===== config.mk =====
export PLATFORM = sky130hd
export DESIGN_NAME = spi_fb_fifo_ctrl
export DESIGN_NICKNAME = d
export VERILOG_FILES = /design/src/rtl/spiglass_pkg.sv /design/src/rtl/spi_fb_out_buf.sv /design/src/rtl/spi_fb_fifo_ctrl.sv
export SDC_FILE = /design/constraint.sdc
export NUM_CORES = 1
export LEC_CHECK = 0
export CAP_MARGIN = 20
export CORE_AREA = 2 2 109 111
export DETAILED_ROUTE_END_ITERATION = 10
export DIE_AREA = 0 0 111 113
export PLACE_DENSITY = 0.74
export SETUP_SLACK_MARGIN = 0.2
export SYNTH_ARGS = -nofsm -noshare
export SYNTH_HDL_FRONTEND = slang
export SYNTH_SLANG_ARGS = --single-unit

===== constraint.sdc =====
create_clock -name clk -period 4.55 [get_ports clk]
set_input_delay 0.455 -clock clk [delete_from_list [all_inputs] [get_ports clk]]
set_output_delay 0.455 -clock clk [all_outputs]
set_load 0.01 [all_outputs]

===== src/rtl/spiglass_pkg.sv =====
// Shared constants and helpers for the spiglass SPI frame-buffer datapath.
package spiglass_pkg;

  localparam int unsigned BYTE_W        = 8;
  localparam int unsigned OUT_BUF_DEPTH = 2;

  function automatic int unsigned depth_of(input int unsigned addrl);
    return 32'd1 << addrl;
  endfunction

endpackage


===== src/rtl/spi_fb_out_buf.sv =====
// Two-entry output buffer absorbing the RAM read latency; head is the FIFO output byte.
module spi_fb_out_buf
  import spiglass_pkg::*;
(
  input  logic              clk,
  input  logic              rst_n,
  input  logic              clear,
  input  logic              capture,
  input  logic [BYTE_W-1:0] cap_data,
  input  logic              pop,
  output logic [BYTE_W-1:0] head,
  output logic [1:0]        cnt
);

  logic [BYTE_W-1:0] mem [OUT_BUF_DEPTH];
  logic              hd;
  logic [1:0]        cnt_q;
  logic              tail;

  // With two slots the tail is hd^cnt[0]; at cnt==2 that lands on the slot being popped.
  always_comb begin
    tail = hd ^ cnt_q[0];
    head = mem[hd];
    cnt  = cnt_q;
  end

  always_ff @(posedge clk or negedge rst_n) begin
    if (!rst_n) begin
      mem   <= '{default: '0};
      hd    <= 1'b0;
      cnt_q <= '0;
    end else if (clear) begin
      hd    <= 1'b0;
      cnt_q <= '0;
    end else begin
      if (capture) mem[tail] <= cap_data;
      if (pop)     hd <= ~hd;
      cnt_q <= cnt_q + {1'b0, capture} - {1'b0, pop};
    end
  end

endmodule


===== src/rtl/spi_fb_fifo_ctrl.sv =====
// Ring-buffer controller over a 1-cycle-latency byte RAM with a 2-entry output buffer.
module spi_fb_fifo_ctrl
  import spiglass_pkg::*;
#(
  parameter int unsigned ADDRL = 14
) (
  input  logic              clk,
  input  logic              rst_n,
  input  logic              flush,
  input  logic              in_valid,
  output logic              in_ready,
  input  logic [BYTE_W-1:0] in_data,
  output logic              out_valid,
  input  logic              out_ready,
  output logic [BYTE_W-1:0] out_data,
  output logic [ADDRL:0]    level,
  output logic              ram_ena,
  output logic              ram_wea,
  output logic [ADDRL-1:0]  ram_addra,
  output logic [BYTE_W-1:0] ram_dia,
  output logic              ram_enb,
  output logic [ADDRL-1:0]  ram_addrb,
  input  logic [BYTE_W-1:0] ram_dob
);

  localparam logic [ADDRL:0]   DEPTH   = (ADDRL+1)'(depth_of(ADDRL));
  localparam logic [ADDRL-1:0] PTR_ONE = ADDRL'(1);
  localparam logic [ADDRL:0]   LVL_ONE = (ADDRL+1)'(1);

  logic             run;
  logic [ADDRL-1:0] wptr, rptr;
  logic [ADDRL:0]   ram_lvl;
  logic [ADDRL:0]   level_q;
  logic             rd_pend;
  logic [1:0]       buf_cnt;
  logic [2:0]       occ;
  logic             push, pop, issue;
  logic [BYTE_W-1:0] head;

  // run holds in_ready low until the first edge after reset release.
  always_comb begin
    in_ready  = run && !flush && (ram_lvl != DEPTH);
    out_valid = !flush && (buf_cnt != '0);
    push      = in_valid && in_ready;
    pop       = out_valid && out_ready;
    occ       = {1'b0, buf_cnt} + {2'b0, rd_pend};
    issue     = !flush && (ram_lvl != '0) && (occ <= (3'd1 + {2'b0, pop}));
    ram_ena   = push;
    ram_wea   = push;
    ram_addra = wptr;
    ram_dia   = push ? in_data : '0;
    ram_enb   = issue;
    ram_addrb = rptr;
    out_data  = head;
    level     = level_q;
  end

  always_ff @(posedge clk or negedge rst_n) begin
    if (!rst_n) begin
      run     <= 1'b0;
      wptr    <= '0;
      rptr    <= '0;
      ram_lvl <= '0;
      rd_pend <= 1'b0;
      level_q <= '0;
    end else if (flush) begin
      run     <= 1'b1;
      wptr    <= '0;
      rptr    <= '0;
      ram_lvl <= '0;
      rd_pend <= 1'b0;
      level_q <= '0;
    end else begin
      run     <= 1'b1;
      rd_pend <= issue;
      if (push)  wptr <= wptr + PTR_ONE;
      if (issue) rptr <= rptr + PTR_ONE;
      case ({push, issue})
        2'b10:   ram_lvl <= ram_lvl + LVL_ONE;
        2'b01:   ram_lvl <= ram_lvl - LVL_ONE;
        default: ram_lvl <= ram_lvl;
      endcase
      case ({push, pop})
        2'b10:   level_q <= level_q + LVL_ONE;
        2'b01:   level_q <= level_q - LVL_ONE;
        default: level_q <= level_q;
      endcase
    end
  end

  spi_fb_out_buf u_out_buf (
    .clk      (clk),
    .rst_n    (rst_n),
    .clear    (flush),
    .capture  (rd_pend),
    .cap_data (ram_dob),
    .pop      (pop),
    .head     (head),
    .cnt      (buf_cnt)
  );

endmodule


# --- Word level (Yosys, flattened, before mapping) ---
# Cells that the tools add are included.
classes:
  eq_ne: 5
  magnitude_cmp: 4
  muxes: 19
  bitwise: 5
  add_sub_neg: 10
  reduce_logical: 17
op_table:
  columns: ["op", "count"]
  rows:
  - ["$pmux W15 S2", 2]
  - ["$mux W14", 4]
  - ["$mux W8", 5]
  - ["$add A15 B1 Y15 const B", 2]
  - ["$mux W15", 2]
  - ["$sub A15 B1 Y15 const B", 2]
  - ["$add A14 B1 Y14 const B", 2]
  - ["$bwmux W16", 1]
  - ["$ne A15 B15 Y1 const B", 1]
  - ["$reduce_bool A15 Y1", 1]
  - ["$demux W8 S1", 1]
  - ["$logic_and A1 B1 Y1", 8]
  - ["$reduce_bool A2 Y1", 4]
  - ["$reduce_bool A3 Y1", 2]
  - ["$eq A2 B1 Y1 const B", 2]
  - ["$eq A2 B2 Y1 const B", 2]
  - ["$ge A2 B2 Y1 const B", 2]
  - ["$not A1 Y2", 2]
  - ["$add A2 B1 Y3", 1]
  - ["$le A3 B2 Y1", 1]
  - ["$mux W1", 3]
  - ["$add A1 B1 Y2 const A", 1]
  - ["$add A2 B1 Y2", 1]
  - ["$lt A2 B1 Y1 const B", 1]
  - ["other kinds (6)", 7]
word_totals:
  ff_bits: 79
  input_bits: 21
  word_cells: 70
  output_inout_bits: 64

# --- Logic depth before layout (Yosys ltp) ---
# Gate-level depths: netlist of run 1.
logic_depth:
  depth_word: 9
  mapped_depth: 18
  depth_no_buf: 18

# --- Hierarchy ---
# Synthesis of run 1 repeated with hierarchy kept, for this count alone.
unflattened:
  cells_unflattened: 512
  area_unflattened_um2: 4991.0
by_module_without_submodules:
  columns: ["module", "cells_each", "seq_area_each_um2", "instances", "area_each_um2"]
  rows:
  - ["spi_fb_fifo_ctrl", 454, 1501.4, 1, 4105.2]
  - ["spi_fb_out_buf", 58, 475.5, 1, 885.8]

# --- Worst setup path after synthesis of run 1 ---
# Ideal clock, no wire load.
synth_timing:
  path_type: "flip-flop to flip-flop"
  from: "register u_out_buf.cnt_q[1], in the netlist u_out_buf.cnt[1]"
  to: "register ram_lvl[11]"
  arrival_time_ps: 4045
  required_time_ps: 4429
  path_slack_ps: 384
  path_stages_with_launch: 18
  path_buffers: 0
  setup_time_ps: 121
  synth_period_minus_slack_ps: 4166
  cell_sequence: "dfrtp_1 o21ai_0 nor2_1 inv_1 fa_1 nor3b_1 o21ai_0 and2b_1 nand2_2 nor2_1 ha_1 a21o_1 a21oi_1 nand2_1 a211oi_1 o41ai_1 xor2_1 a22o_1"
synth_via:
  elab_chain_cells: 9
  word_cells_on_any_way: 12
  classes_between: "2 x add/sub; 1 x order compare; 2 x eq/ne; 2 x mux; 5 x reduce/logical"
synth_rtl:
  columns: ["item", "line", "source"]
  rows:
  - ["start, declared", "spi_fb_out_buf.sv:17", "logic [1:0] cnt_q;"]
  - ["start signal, assigned", "spi_fb_out_buf.sv:38", "cnt_q <= cnt_q + {1'b0, capture} - {1'b0, pop};"]
  - ["$reduce_bool A2 Y1", "spi_fb_fifo_ctrl.sv:43", "out_valid = !flush && (buf_cnt != '0);"]
  - ["$logic_and A1 B1 Y1", "spi_fb_fifo_ctrl.sv:43", null]
  - ["$logic_and A1 B1 Y1", "spi_fb_fifo_ctrl.sv:45", "pop = out_valid && out_ready;"]
  - ["$add A1 B1 Y2", "spi_fb_fifo_ctrl.sv:47", "issue = !flush && (ram_lvl != '0) && (occ <= (3'd1 + {2'b0, pop}));"]
  - ["$le A3 B2 Y1 (*)", "spi_fb_fifo_ctrl.sv:47", null]
  - ["$logic_and A1 B1 Y1 (*)", "spi_fb_fifo_ctrl.sv:47", null]
  - ["$eq A2 B1 Y1 / $eq A2 B2 Y1 (equally long branches)", "spi_fb_fifo_ctrl.sv:78", "case ({push, issue})"]
  - ["$pmux W15 S2", "spi_fb_fifo_ctrl.sv:78", null]
  - ["$mux W15", "spi_fb_fifo_ctrl.sv:66", "end else if (flush) begin"]
  - ["end signal, assigned", "spi_fb_fifo_ctrl.sv:79", "2'b10: ram_lvl <= ram_lvl + LVL_ONE;"]
  - ["end signal, assigned", "spi_fb_fifo_ctrl.sv:80", "2'b01: ram_lvl <= ram_lvl - LVL_ONE;"]
  - ["end signal, assigned", "spi_fb_fifo_ctrl.sv:81", "default: ram_lvl <= ram_lvl;"]
  - ["end, declared", "spi_fb_fifo_ctrl.sv:32", "logic [ADDRL:0] ram_lvl;"]
# Mark *: on every way between the ends. The rest lies on a longest branch, timed or not.
# A chain may end at the register's enable or synchronous reset.

# --- Worst setup path after layout of run 1 ---
layout_timing:
  from: "input out_ready"
  to: "register ram_lvl[11]"
layout_via:
  elab_chain_cells: 7
  word_cells_on_any_way: 9
  classes_between: "1 x add/sub; 1 x order compare; 2 x eq/ne; 2 x mux; 3 x reduce/logical"
layout_rtl:
  columns: ["item", "line", "source"]
  rows:
  - ["start, declared", "spi_fb_fifo_ctrl.sv:14", "input logic out_ready,"]
  - ["$logic_and A1 B1 Y1 (*)", "spi_fb_fifo_ctrl.sv:45", null]
  - ["$add A1 B1 Y2 (*)", "spi_fb_fifo_ctrl.sv:47", null]
  - ["$le A3 B2 Y1 (*)", "spi_fb_fifo_ctrl.sv:47", null]
  - ["$logic_and A1 B1 Y1 (*)", "spi_fb_fifo_ctrl.sv:47", null]
  - ["$eq A2 B1 Y1 / $eq A2 B2 Y1 (equally long branches)", "spi_fb_fifo_ctrl.sv:78", null]
  - ["$pmux W15 S2", "spi_fb_fifo_ctrl.sv:78", null]
  - ["$mux W15", "spi_fb_fifo_ctrl.sv:66", null]
# Marked as above.

==> results.sh, run 1 <==
export IMPL_status="finished, final reports clean"
export IMPL_gr_usage_met2_pct=31.0
export IMPL_hold_path_class="flop to flop"
export IMPL_rows=39
export IMPL_grtUsageMet1_pct=22.9
export IMPL_final_max_slew_viol_count=0
export IMPL_place_hpwl_um=7830
export IMPL_drv_cap=0
export IMPL_tns_ns=0
export IMPL_worst_pin_slew_ns=0.697
export IMPL_hp_start="ram_addrb[13]"
export IMPL_pwr_density_cell_nw_per_um2=568
export IMPL_fin_nets=639
export IMPL_cts_tree="built"
export IMPL_wl_per_cell_um=15.1
export IMPL_critPathMaxFanout=15
export IMPL_worstHoldEndpoint="ram_addrb[13]"
export IMPL_ant_nets=0
export IMPL_rr_worst_depth=18
export IMPL_netlist_instances=495
export IMPL_initial_core_util_pct=43.8
export IMPL_port_buffers=84
export IMPL_reg2reg_from="u_out_buf.cnt[1]"
export IMPL_ios=85
export IMPL_synthFlopType="dfrtp_1"
export IMPL_setup_viol=0
export IMPL_grt_overflow=0
export IMPL_clkLatencyLatePin_ns=0.33
export IMPL_clkSinkCount=79
export IMPL_first_iter_violations=290
export IMPL_synthToLayoutAreaGrowth_pct=26.2
export IMPL_r2r_slack_ns=0.58
export IMPL_post_cts_buffers=0
export IMPL_cts_clk_slew_worst_paths_ns=0.06
export IMPL_dieArea_sq_um=12500
export IMPL_post_route_util_pct=55.3
export IMPL_track_usage_pct=18.1
export IMPL_grt_pass1_wl_um=18800
export IMPL_synth_top_area_share_pct=40.0
export IMPL_via_count=3994
export IMPL_skew_ns=0.00710
export IMPL_cts_root_buf="clkbuf_16"
export IMPL_vdd_ir_drop_max_uv=295
export IMPL_syn_area_per_cell_sq_um=9.97
export IMPL_synth_edff_count=0
export IMPL_period_needed_ns=4.05
export IMPL_cp_arrival_ns=4.26
export IMPL_dp_cells=712
export IMPL_hold_violations=0
export IMPL_routed_via_density=5.47
export IMPL_fmax_mhz=247
export IMPL_busiest_layer="met2"
export IMPL_netlist_area_sq_um=4940
export IMPL_crit_path_end_kind="flop"
export IMPL_first_pass_iters=4
export IMPL_worstPathRequired_ns=4.77
export IMPL_setup_worst_path_start_class="input port"
export IMPL_yosysSeqAreaShare_pct=40.0
export IMPL_yosysWarnings=0
export IMPL_post_route_period_util_pct=88.9
export IMPL_r2r_end="ram_lvl[11]"
export IMPL_die_x_um=111
export IMPL_grt_pass1_vias=3948
export IMPL_timing_hold_ws_ns=0.483
export IMPL_use_met3_pct=4.18
export IMPL_gp_congestion=0.936
export IMPL_cts_buffers=9
export IMPL_grt_max_degree=80
export IMPL_antennaDiodeCount=0
export IMPL_hold_depth=1
export IMPL_total_power_mw=3.54
export IMPL_power_leakage_nw=2.83
export IMPL_fin_cells=730
export IMPL_drcViolationCount=0
export IMPL_wl_um=11000
export IMPL_rsz0062_at_grt="no"
export IMPL_critPathKind="input port to flop"
export IMPL_synth_cell_types=55
export IMPL_core_area_sq_um=11300
export IMPL_htree_levels=3
export IMPL_postSynth_asyncResetShare_pct=100
export IMPL_synth_top_cell_by_area="dfrtp_1"
export IMPL_slew_headroom_pct=53.3
export IMPL_antenna_found_initial=0
export IMPL_synth_area_leaders="dfrtp_1, ha_1, mux2_2"
export IMPL_ys_ff_latch=79
export IMPL_drive_above_1_share_pct=12.9
export IMPL_cts_buffer_depth=2
export IMPL_synthesis_nets=552
export IMPL_die_h_um=113
==> cells in the final DEF (no fill, tap or decap), types with 10 or more instances in the layout <==
master           synthesis  routed
clkdlybuf4s50_1          0      82
dfrtp_1                 79      79
nor2_1                  47      47
nand2_1                 41      41
ha_1                    33      33
mux2_2                  27      27
xor2_1                  27      27
a21oi_1                 24      22
o21ai_0                 23      21
xnor2_1                 17      17
inv_1                   15      15
a21o_1                  11      11
and3_1                  10      10
nand3_1                 10      10
==> registers in the layout (all words and copies together), names as in the netlist <==
name / flops
ram_addra: 14
u_out_buf.hd: 1
rd_pend: 1
run: 1
level: 15
u_out_buf.mem: 16
u_out_buf.cnt: 2
ram_lvl: 15
ram_addrb: 14
==> layer usage <==
layer | wire, um | share of wire [%]
met1 | 4940 | 45
met2 | 5460 | 50
met3 | 491 | 4.5
met4 | 104 | 0.95
met5 | 0 | 0
==> power by group <==
group,leakage (nW),switching (mW),internal [mW]
combinational,1.65,0.936,0.871
clock,0.136,0.273,0.398
sequential,1.04,0.168,0.890
total,2.83,1.38,2.16
==> cell usage after synthesis (2+ instances only) <==
cell type and instances:
inv_2 2, xor2_1 27, nor4_2 3, ha_1 33, nor2b_1 4, o31ai_2 9
o211ai_1 4, mux2i_1 3, and2_1 8, buf_6 3, inv_1 15, o41ai_2 2
mux2_2 27, a21oi_1 24, nand3_1 10, o21ai_0 23, dfrtp_1 79, o31ai_1 9
fa_1 3, nand2b_1 9, nor3_1 5, a22o_1 9, nor2_1 47, nand4_1 9
buf_2 4, nor3b_1 2, or3_1 2, nand3b_1 2, buf_1 3, a31oi_1 6
xnor2_1 17, and3b_1 2, and3_1 10, clkbuf_1 6, nand2_1 41, a211oi_1 4
a21o_1 11
==> worst max-delay path by stage <==
| stage | from | depth (start not counted) | slack (ns) | to |
|---|---|---|---|---|
| floorplan | u_out_buf.cnt[1] | 17 | 0.38 | ram_lvl[11] |
| global placement | out_ready | 19 | 0.35 | ram_lvl[14] |
| detailed placement | out_ready | 19 | 0.06 | ram_lvl[14] |
| CTS | out_ready | 20 | 0.41 | ram_lvl[14] |
| finish | out_ready | 19 | 0.50 | ram_lvl[11] |
| global route | out_ready | 20 | 0.22 | ram_lvl[14] |
==> cell families after synthesis <==
family / after synthesis / share of synthesized area, %
other cells: 1 / 0.0760
buf+inv: 34 / 3.22
flops: 79 / 40.0
mux: 31 / 7.07
simple gates: 163 / 16.8
fa+ha+maj: 36 / 9.58
xor+xnor: 44 / 7.81
compound gates: 107 / 15.4
==> final cells by class <==
| cell class | instances | area (sq um) |
|---|---|---|
| fillers | 982 | 5040 |
| clock inverters | 3 | 17.5 |
| flip-flops and latches | 79 | 1980 |
| clock buffers | 13 | 260 |
| well taps | 143 | 179 |
| inverters | 17 | 63.8 |
| multi-input cells | 382 | 2810 |
| repair buffers | 93 | 923 |
==> through the flow <==
stage          area (sq um)  worst slack, ns
3_5_place_dp           5910           0.0606
4_1_cts                6180            0.408
3_3_place_gp           5910            0.346
2_1_floorplan          4940            0.384
5_1_grt                6230            0.225
6_report               6230            0.504
==> timing repair <==
action,in CTS,in global routing
resized for setup,0,4
hold buffers,0,1
setup endpoints to repair,0,3
hold endpoints to repair,0,7
==> critical path, cell delays in order <==
cell             delay [ns]
clkdlybuf4s50_1        0.45
o21ai_1                0.07
nor2_1                 0.14
inv_1                  0.11
fa_1                   0.54
nor3b_1                0.22
o21ai_0                0.12
and2b_1                0.20
nand2_2                0.07
nor2_1                 0.04
buf_4                  0.19
ha_1                   0.36
a21o_1                 0.19
a21oi_1                0.18
nand2_1                0.11
a211oi_1               0.31
o41ai_1                0.13
xor2_1                 0.15
a22o_1                 0.21
Power figures use the tool's default switching activity.
==> run 2, diff against run 1 <==
--- a/config.mk
+++ b/config.mk
@@ -5,11 +5,10 @@
 export SDC_FILE = /design/constraint.sdc
 export NUM_CORES = 1
 export LEC_CHECK = 0
-export CAP_MARGIN = 20
 export CORE_AREA = 2 2 109 111
 export DETAILED_ROUTE_END_ITERATION = 10
 export DIE_AREA = 0 0 111 113
-export PLACE_DENSITY = 0.74
+export PLACE_DENSITY = 0.7
 export SETUP_SLACK_MARGIN = 0.2
 export SYNTH_ARGS = -nofsm -noshare
 export SYNTH_HDL_FRONTEND = slang
==> run 2 against run 1 <==
Against the previous run:
- register-to-register slack gained 0.05 ns
- largest power group unchanged
- routed wire length shrank 0.45%
- sequential share of layout area grew 0.13 points
- clock power grew 4.3%
- die area is the same
- highest routed layer unchanged
- largest cell class unchanged
- setup slack gained 0.084 ns
- critical path depth grew 1
- via count shrank 1.8%
- sequential power is essentially flat
==> results.sh, run 2 (same netlist as run 1, synthesis figures left out) <==
export IMPL_status="finished, final reports clean"
export IMPL_seq_area_sq_um=1980
export IMPL_initial_core_util_pct=43.8
export IMPL_fmax_mhz=252
export IMPL_place_hpwl_um=7690
export IMPL_wl_um=10900
export IMPL_cts_tree="built"
export IMPL_critPathBufInv=4
export IMPL_cts_hold_buffers=0
export IMPL_drcViolationCount=0
export IMPL_synthToLayoutAreaGrowth_pct=25.7
export IMPL_tns_ns=0
export IMPL_critPathMaxFanout=15
export IMPL_r2r_end="ram_lvl[14]"
export IMPL_post_cts_buffers=0
export IMPL_cp_slowest_cell="fa_1"
export IMPL_fin_nets=637
export IMPL_grt_pass1_wl_um=18700
export IMPL_setup_worst_path_start_class="input port"
export IMPL_post_route_period_util_pct=87.1
export IMPL_cp_top_family="compound AO/OA/AOI/OAI gates"
export IMPL_antenna_found_initial=0
export IMPL_cts_buffer_depth=2
export IMPL_dp_cells=712
export IMPL_gp_congestion=0.942
export IMPL_dieArea_sq_um=12500
export IMPL_pwr_density_cell_nw_per_um2=572
export IMPL_skew_ns=0.00875
export IMPL_critPathKind="input port to flop"
export IMPL_cts_root_buf="clkbuf_16"
export IMPL_hold_path_class="input port to asynchronous set/reset pin"
export IMPL_period_needed_ns=3.96
export IMPL_rsz0062_at_grt="yes"
export IMPL_drive_above_1_share_pct=13.3
export IMPL_cp_arrival_ns=4.17
export IMPL_nFillCells=1000
export IMPL_layout_commonest_cell="clkdlybuf4s50_1"
export IMPL_final_max_slew_viol_count=0
export IMPL_cp_slowest_stage_delay_ns=0.49
export IMPL_htree_levels=3
export IMPL_top_register="u_out_buf.mem"
export IMPL_ant_nets=0
export IMPL_largest_register_ff_count=16
export IMPL_clkLatencyLatePin_ns=0.34
export IMPL_worstPathRequired_ns=4.76
export IMPL_die_h_um=113
export IMPL_cp_cell_sequence="clkdlybuf4s50_1 > o21ai_0 > nor2_1 > inv_1 > fa_1 > nor3b_1 > o21ai_0 > and2b_1 > nand2_2 > nor2_1 > buf_4 > inv_1 > fa_1 > nand2b_1 > a21oi_2 > o21ai_0 > o21ai_0 > a21oi_2 > mux2i_1 > o211ai_1"
export IMPL_core_area_sq_um=11300
export IMPL_wl_per_cell_um=15.0
export IMPL_gr_usage_met2_pct=30.9
export IMPL_r2r_slack_ns=0.63
export IMPL_worst_pin_slew_ns=0.995
export IMPL_power_leakage_nw=2.81
export IMPL_grt_max_degree=80
export IMPL_cts_buffers=9
export IMPL_track_usage_pct=17.9
export IMPL_busiest_layer="met2"
export IMPL_first_iter_violations=167
export IMPL_multi_input_comb_area_sq_um=2810
export IMPL_rows=39
export IMPL_clkSinkCount=79
export IMPL_via_count=3921
export IMPL_grt_pass1_vias=3973
export IMPL_use_met3_pct=4.45
export IMPL_drv_cap=0
export IMPL_setup_viol=0
export IMPL_fin_cells=728
export IMPL_rr_worst_depth=19
export IMPL_vdd_ir_drop_max_uv=243
export IMPL_reg2reg_from="u_out_buf.cnt[1]"
export IMPL_port_buffers=84
export IMPL_post_cts_resized=0
export IMPL_ios=85
export IMPL_slew_headroom_pct=33.7
export IMPL_first_pass_iters=4
export IMPL_hold_violations=0
export IMPL_routed_via_density=5.39
export IMPL_die_x_um=111
export IMPL_antennaDiodeCount=0
export IMPL_crit_path_end_kind="flop"
export IMPL_final_cell_mix="clkdlybuf4s50_1, dfrtp_1, nor2_1"
export IMPL_grtUsageMet1_pct=22.5
export IMPL_cpMostUsedCell="o21ai_0"
export IMPL_cts_clk_slew_worst_paths_ns=0.07
export IMPL_grt_overflow=0
-- run 2: how the worst max path moves through the flow --
stage / endpoint / slack [ns] / cells after the start / from
4_1_cts: ram_lvl[11] / 0.60 / 19 / out_ready
3_5_place_dp: ram_lvl[11] / 0.25 / 19 / out_ready
6_report: ram_lvl[14] / 0.59 / 20 / out_ready
3_3_place_gp: ram_lvl[11] / 0.35 / 19 / out_ready
2_1_floorplan: ram_lvl[11] / 0.38 / 17 / u_out_buf.cnt[1]
5_1_grt: ram_lvl[14] / 0.19 / 20 / out_ready
-- run 2: power by group --
group	internal [mW]	leakage (nW)	switching [mW]
Sequential	0.889	1.04	0.166
Clock	0.379	0.131	0.320
Combinational	0.869	1.63	0.923
Total	2.14	2.81	1.41
-- run 2: cell type report --
cell class / instances / area share, %
clock buffers: 9 / 3.63
multi-input cells: 382 / 45.4
clock inverters: 7 / 0.968
well taps: 143 / 2.88
repair buffers: 91 / 14.3
inverters: 17 / 1.03
flip-flops and latches: 79 / 31.9
-- run 2: layer usage --
metal	up-vias	part of all wire, %
met1	1900	45
met3	17	4.1
met4	0	1.3
li1	1929	-
met5	-	0
met2	75	50
-- run 2: worst register-to-register path: cells and delay by family (launching register included) --
| family | cells | cell delay, ns |
|---|---|---|
| AO/OA/AOI/OAI | 7 | 1.11 |
| buffers and inverters | 3 | 0.43 |
| flip-flops | 1 | 0.45 |
| multiplexers | 1 | 0.16 |
| AND/OR/NAND/NOR | 6 | 0.80 |
| adder cells (fa/ha/maj) | 2 | 0.85 |
-- run 2: metrics by stage --
stage | hold WS, ns | util (%) | instance area, sq um | total power [mW] | worst slack, ns
after floorplan | 0.159 | - | 4940 | 2.33 | 0.384
final | 0.295 | 55.0 | 6200 | 3.55 | 0.587
after CTS | 0.331 | 54.9 | 6190 | 3.55 | 0.597
after global routing | 0.399 | 55.0 | 6200 | 3.82 | 0.185
after detailed placement | 0.486 | 52.4 | 5910 | 2.84 | 0.249
after global placement | 0.478 | 52.4 | 5910 | 2.78 | 0.352
